**src/rtl/mem_block_copier.sv**
```systemverilog
// Bus initiator that copies a block of consecutive words from a source to a
// destination address over the shared CPU memory bus (read, capture, write).
module mem_block_copier #(
    parameter int unsigned DW = 16,
    parameter int unsigned AW = 9,
    parameter int unsigned LW = 8
) (
    input  logic          clk,
    input  logic          reset,
    input  logic          start,
    input  logic [AW-1:0] src_addr,
    input  logic [AW-1:0] dst_addr,
    input  logic [LW-1:0] len,
    output logic [1:0]    mem_cmd,
    output logic [AW-1:0] mem_addr,
    output logic [DW-1:0] out,
    input  logic [DW-1:0] read_data,
    output logic          busy,
    output logic          done
);

    localparam logic [1:0] MNONE  = 2'b00;
    localparam logic [1:0] MREAD  = 2'b01;
    localparam logic [1:0] MWRITE = 2'b10;

    typedef enum logic [2:0] {
        IDLE = 3'd0,
        RD_A = 3'd1,
        RD_D = 3'd2,
        WR   = 3'd3,
        DONE = 3'd4
    } state_t;

    state_t        state_q, state_d;
    logic [AW-1:0] src_q, src_d;
    logic [AW-1:0] dst_q, dst_d;
    logic [LW-1:0] rem_q, rem_d;
    logic [DW-1:0] data_d;
    logic [1:0]    cmd_d;
    logic [AW-1:0] addr_d;
    logic          busy_d;
    logic          done_d;

    // State register
    always_ff @(posedge clk or negedge reset) begin
        if (!reset) begin
            state_q <= IDLE;
        end else begin
            state_q <= state_d;
        end
    end

    // Next-state logic: three cycles per word, then a one-cycle DONE
    always_comb begin
        state_d = state_q;
        case (state_q)
            IDLE: if (start) state_d = (len == '0) ? DONE : RD_A;
            RD_A: state_d = RD_D;
            RD_D: state_d = WR;
            WR:   state_d = (rem_q == LW'(1)) ? DONE : RD_A;
            DONE: state_d = IDLE;
            default: state_d = IDLE;
        endcase
    end

    // Datapath next values: latch args on accept, capture read word, step after write
    always_comb begin
        src_d  = src_q;
        dst_d  = dst_q;
        rem_d  = rem_q;
        data_d = out;
        case (state_q)
            IDLE: begin
                if (start) begin
                    src_d = src_addr;
                    dst_d = dst_addr;
                    rem_d = len;
                end
            end
            RD_D: data_d = read_data;
            WR: begin
                src_d = src_q + AW'(1);
                dst_d = dst_q + AW'(1);
                rem_d = rem_q - LW'(1);
            end
            default: ;
        endcase
    end

    // Output next values, decoded from the state being entered so outputs align with it
    always_comb begin
        cmd_d  = MNONE;
        addr_d = mem_addr;
        busy_d = 1'b0;
        done_d = 1'b0;
        case (state_d)
            RD_A: begin
                cmd_d  = MREAD;
                addr_d = src_d;
                busy_d = 1'b1;
            end
            RD_D: begin
                cmd_d  = MREAD;
                addr_d = src_q;
                busy_d = 1'b1;
            end
            WR: begin
                cmd_d  = MWRITE;
                addr_d = dst_q;
                busy_d = 1'b1;
            end
            DONE: done_d = 1'b1;
            default: ;
        endcase
    end

    // Datapath and output registers; the captured word register drives the write data
    always_ff @(posedge clk or negedge reset) begin
        if (!reset) begin
            src_q    <= '0;
            dst_q    <= '0;
            rem_q    <= '0;
            out      <= '0;
            mem_cmd  <= MNONE;
            mem_addr <= '0;
            busy     <= 1'b0;
            done     <= 1'b0;
        end else begin
            src_q    <= src_d;
            dst_q    <= dst_d;
            rem_q    <= rem_d;
            out      <= data_d;
            mem_cmd  <= cmd_d;
            mem_addr <= addr_d;
            busy     <= busy_d;
            done     <= done_d;
        end
    end

endmodule
```
**config.mk**
```make
export PLATFORM = sky130hd
export DESIGN_NAME = mem_block_copier
export DESIGN_NICKNAME = d
export VERILOG_FILES = /design/src/rtl/mem_block_copier.sv
export SDC_FILE = /design/constraint.sdc
export NUM_CORES = 1
export LEC_CHECK = 0
export ABC_AREA = 1
export CORE_MARGIN = 2
export CORE_UTILIZATION = 45
export CTS_CLUSTER_SIZE = 25
export DETAILED_ROUTE_END_ITERATION = 6
export PLACE_DENSITY = 0.73
export SLEW_MARGIN = 20
export SYNTH_ARGS = -nofsm -noshare
export SYNTH_HDL_FRONTEND = slang
export SYNTH_SLANG_ARGS = --single-unit
```
**constraint.sdc**
```tcl
create_clock -name clk -period 1.7 [get_ports clk]
set_input_delay 0.17 -clock clk [delete_from_list [all_inputs] [get_ports clk]]
set_output_delay 0.17 -clock clk [all_outputs]
set_load 0.02 [all_outputs]
```
== Word level (Yosys, flattened, before mapping) ==
Index checks and enable logic that the tools add are counted.
Widths: inputs -> output; s select.

* Flip-flop bits (word level): 58
* Bits of input ports: 45
* Output and inout port bits: 29
* Word-level logic and storage cells: 42

* Add/subtract/negate cells: 3
* Eq/ne operators: 9
* Mux-type cells: 14
* Reduce and logical (&&, ||, !) cells: 7

{| class="wikitable"
|+ Operators by type and width
! cell !! number
|-
| $pmux 9 s2 || 2
|-
| $pmux 9 s3 || 1
|-
| $add 9x1->9 const B || 2
|-
| $mux 9 || 2
|-
| $pmux 8 s2 || 1
|-
| $eq 3x2->1 const B || 4
|-
| $pmux 3 s4 || 1
|-
| $mux 3 || 3
|-
| $eq 8x1->1 const B || 1
|-
| $logic_not 8->1 || 1
|-
| $mux 8 || 1
|-
| $sub 8x1->8 const B || 1
|-
| $eq 3x1->1 const B || 2
|-
| $pmux 2 s2 || 1
|-
| $eq 3x3->1 const B || 1
|-
| $logic_not 3->1 || 1
|-
| $reduce_bool 3->1 || 1
|-
| $reduce_or 3->1 || 1
|-
| $mux 1 || 2
|-
| $ne 2x2->1 const B || 1
|-
| $reduce_and 2->1 || 1
|-
| $reduce_bool 2->1 || 1
|-
| $reduce_or 2->1 || 1
|}

== Longest topological paths before layout ==
* Word-level depth: 7
* Gate-level depth with buffers: 11

== Worst setup path after synthesis ==
OpenSTA, ideal clock, no wires.

* Path type: register to register
* Start: reg rem_q[1]
* End: reg mem_addr[0]
* Data arrival time: 1,230 ps
* Required time: 1,583 ps
* Setup slack: 353 ps
* Stages on the path, launching flop included: 11
* Buffers on the path: 1
* Period minus slack after synthesis: 1,347 ps
* Cells stage by stage: dfrtp_1 -> inv_1 -> ha_1 -> nand2_1 -> nor2_1 -> nor2_1 -> nor2_1 -> nand3_2 -> buf_6 -> nand2_1 -> nand2_1

* Word-level cells in the longest chain between the ends: 5
* Elaborated cells between the ends (all ways): 8

{| class="wikitable"
|+ RTL lines
! element !! RTL line !! text
|-
| start, declared || 37 || <nowiki>logic [LW-1:0] rem_q, rem_d;</nowiki>
|-
| start signal, assigned || 131 || <nowiki>rem_q <= rem_d;</nowiki>
|-
| $eq 8x1->1 (*) || 60 || <nowiki>WR: state_d = (rem_q == LW'(1)) ? DONE : RD_A;</nowiki>
|-
| $mux 3 (*) || 60 ||
|-
| $pmux 3 s4 (*) || 56 || <nowiki>case (state_q)</nowiki>
|-
| $eq 3x2->1 or $eq 3x1->1 (tied branches) || 96 || <nowiki>case (state_d)</nowiki>
|-
| $pmux 9 s3 or $reduce_bool 3->1 (tied branches) || - ||
|-
| end signal, assigned || 134 || <nowiki>mem_addr <= addr_d;</nowiki>
|-
| end, declared || 15 || <nowiki>output logic [AW-1:0] mem_addr,</nowiki>
|}

Every way passes the cells marked *; elsewhere a longest branch is shown, timed or not.
A chain may end at the register's enable or synchronous reset.

== Worst setup path after layout ==
* Start: reg state_q[1]
* End: reg mem_addr[7]

* Word-level cells in the longest chain between the ends: 4
* Elaborated cells between the ends (all ways): 12

{| class="wikitable"
|+ RTL lines
! element !! RTL line !! text
|-
| start, declared || 34 || <nowiki>state_t state_q, state_d;</nowiki>
|-
| start signal, assigned || 49 || <nowiki>state_q <= state_d;</nowiki>
|-
| $eq 3x2->1 (tied with other cells) || 56, 72 ||
|-
| $pmux 3 s4 || 56 ||
|-
| $eq 3x2->1 or $eq 3x1->1 (tied branches) || 96 ||
|-
| $pmux 9 s3 or $reduce_bool 3->1 (tied branches) || - ||
|}

Parallel ways exist; a longest one is shown, timed or not.

==> results.md <==
- Htree depth: 3
- Met3 Use GR: 5.725%
- Met2 global-route usage: a little under two fifths
- Critical Path Source Type: flop
- Clock transition at the registers of the reported paths: around 0.07 ns
- I/O pins: between 70 and 80
- DP HPWL: 6181 um
- Syn_nets: 498
- Post-DRT Antenna Nets: 0
- Worst-Margin Slew: between 0.4 and 0.5 ns
- GRT Max-Usage Layer: met2
- Synth Area per Inst: 7.323 um2
- Area grow syn2layout: 34.59%
- Layout cells sized above 1: about a tenth
- Final Max Slew Viols: 0
- Post-Syn Area: around 3300 um2
- First-pass GRT wire length: about 14,000 um
- Layout fillers: 640
- Num CTS Buffers: 9
- Max-cap violations: 0
- Detailed Route WL: 8703 um
- Clock skew: between 0.006 and 0.007 ns
- CTS Sinks: 58
- Post-synthesis register bit count: between 50 and 60
- GRT overflow: 0
- Initial antenna violation count: 0
- Root buffer cell: clkbuf_8
- WP data required: 1.93 ns
- Ys Warns: 0
- N_diodes: 0
- Skew-Pair Late Insertion Delay: ~0.34 ns
- Setup crit end kind: flop
- Leakage: about 2.2 nW
- Hold WS: slightly above 0.3 ns
- Synth area leader: dfrtp_1
- Fin area: around 4400 um2
- WS Path Type: flop to flop
- DIE AREA: about 8000 um2
- Maximum vdd drop: approximately 1.0 mV
- Fin nets: approximately 580
- Routing usage on met1: a little under a third
- All-Layer GR Usage: 22.99%
- Register area share after synthesis: 44.14%
- DR iter-0 viols: ~170
- Core Area: roughly 7000 um2
- Vias per cell: approximately 5.1
- Normalized max-slew margin: a little over two thirds
- Maximum root-to-sink buffer count: 2
- Total power: 8.958 mW
- Largest net degree at the start of global routing: 44
- Run status: complete, no violations
- Setup Buffers After CTS: 0
- Die extent in y: about 89 um
- Buffers on Ports: 73
- Crit-path max FO: 10
- Drt wl/cell: approximately 14 um
- Post-route minimum period: ~1.6 ns
- DRC: 0
- Vias in the first global route: slightly above 3,000
- Via Count: between 3,000 and 4,000
- Hold Vio Cnt, Final: 0
- Global placement routability congestion: around 0.90
- Placed cell area: 4145 um2
- Util after Layout: 61.67%
- Setup violators final: 0
- Rows: 31
- Starting Density: 45.82%
- Synth cell types: 32
- Die Wd: around 89 um
- Achievable Freq: 0.6253 GHz
- Pwr Density: slightly above 2000 nW/um2
- 1st-pass router iterations: 4
- Cells after Synth: around 450
- Final period utilization: roughly 94%
- Fin Setup TNS: 0 ns
- Hold Path Class: primary input to asynchronous set/reset pin
- Yosys top cell area share: around 44%
- CTS tree: yes
- Arr. time, crit path: 1.82 ns
- Synth area leaders: dfrtp_1 44%, nand2_1 20%, nand3_1 5.3%
-- report_power, final --
group / internal [mW] / switching, mW
Combinational: 1.91 / 3.02
Clock: 0.906 / 0.556
Sequential: 2.06 / 0.512
Total: 4.87 / 4.09
-- per-stage QoR --
| step | worst slack, ns | std cells |
|---|---|---|
| after CTS | 0.001260 | 634 |
| after global placement | 0.009750 | 617 |
| final | 0.1008 | 634 |
| after global routing | -0.008401 | 634 |
| after detailed placement | -0.03873 | 617 |
| after floorplan | 0.3528 | 449 |
-- critical path, stage by stage (launching register included) --
cell and delay (ns):
dfrtp_1 0.45, inv_2 0.12, nand3_4 0.14, inv_6 0.15, nand2_8 0.10, inv_4 0.11
nand2_2 0.11, buf_12 0.16, nand4_1 0.08, nand2_1 0.06
-- path summary, 6_finish.rpt --
path	to	cells after the start	slack (ns)	from
max in group asynchronous	out[5]	3	0.81	reset
worst max register to register	mem_addr[7]	9	0.10	state_q[1]
worst min-delay path	dst_q[2]	2	0.31	reset
worst min register to register	out[10]	2	0.48	out[10]
worst max-delay path	mem_addr[7]	9	0.10	state_q[1]
min in group clk	out[6]	3	0.36	read_data[6]
-- timing repair --
action	in CTS	in global routing
hold buffers	1	0
endpoints found under the setup margin	0	15
hold endpoints to repair	15	0
gates resized for setup	0	9
-- Yosys cell counts --
master,instances
buf_2,6
buf_6,5
a31oi_1,3
nand3_1,35
or2_2,1
nand3_4,1
xor2_1,5
nor3_1,4
o31ai_1,1
nor3_2,1
clkbuf_1,1
dfrtp_1,58
nand2_2,3
nand2_1,175
a22oi_1,2
nand2_4,1
inv_1,43
nor2_2,2
a21oi_1,3
o21ai_0,28
buf_4,5
o22ai_1,8
inv_2,5
nor3b_1,1
inv_4,3
nor2_1,29
nand4_1,11
nand2_8,1
a211oi_1,1
ha_1,4
nand3_2,2
o311ai_0,1
-- cells by family (layout without fill, tap and decap cells) --
group | Yosys count | in the layout | share of synthesized area, %
adder cells (fa/ha/maj) | 4 | 4 | 1.522
AO/OA/AOI/OAI | 47 | 47 | 7.991
XOR/XNOR | 5 | 5 | 1.332
flip-flops | 58 | 58 | 44.14
buffers and inverters | 68 | 154 | 9.931
AND/OR/NAND/NOR | 267 | 267 | 35.08
-- metal layers --
layer  up-vias  routed length, um
li1       1596                  -
met1      1526               3914
met2        93               4220
met3        11                451
met5         -                  0
met4         0                116
-- flip-flops by register name, indices dropped and copies added (netlist names) --
register and cells:
out 16, dst_q 9, mem_addr 9, src_q 9, rem_q 8, state_q 3, mem_cmd 2, busy 1
done 1
-- layout make-up --
cell class              count  area (um2)  share of cell area, %
clock buffers              12       155.1                  3.506
inverters                  51       201.4                  4.552
clock inverters             4       73.82                  1.668
multi-input cells         323        1541                  34.83
flip-flops and latches     58        1451                  32.80
well taps                  99       123.9                  2.799
repair buffers             87       878.3                  19.85
-- cells in the final DEF (no fill, tap or decap), types with 8 or more instances in the layout --
| cell | Yosys | routed |
|---|---|---|
| nand2_1 | 175 | 175 |
| clkdlybuf4s50_1 | 0 | 72 |
| dfrtp_1 | 58 | 58 |
| inv_1 | 43 | 43 |
| nand3_1 | 35 | 35 |
| o21ai_0 | 28 | 28 |
| nor2_1 | 29 | 26 |
| nand4_1 | 11 | 11 |
| clkbuf_8 | 0 | 11 |
| o22ai_1 | 8 | 8 |
| buf_4 | 5 | 8 |
No activity file was read; power rests on OpenSTA's default activity.
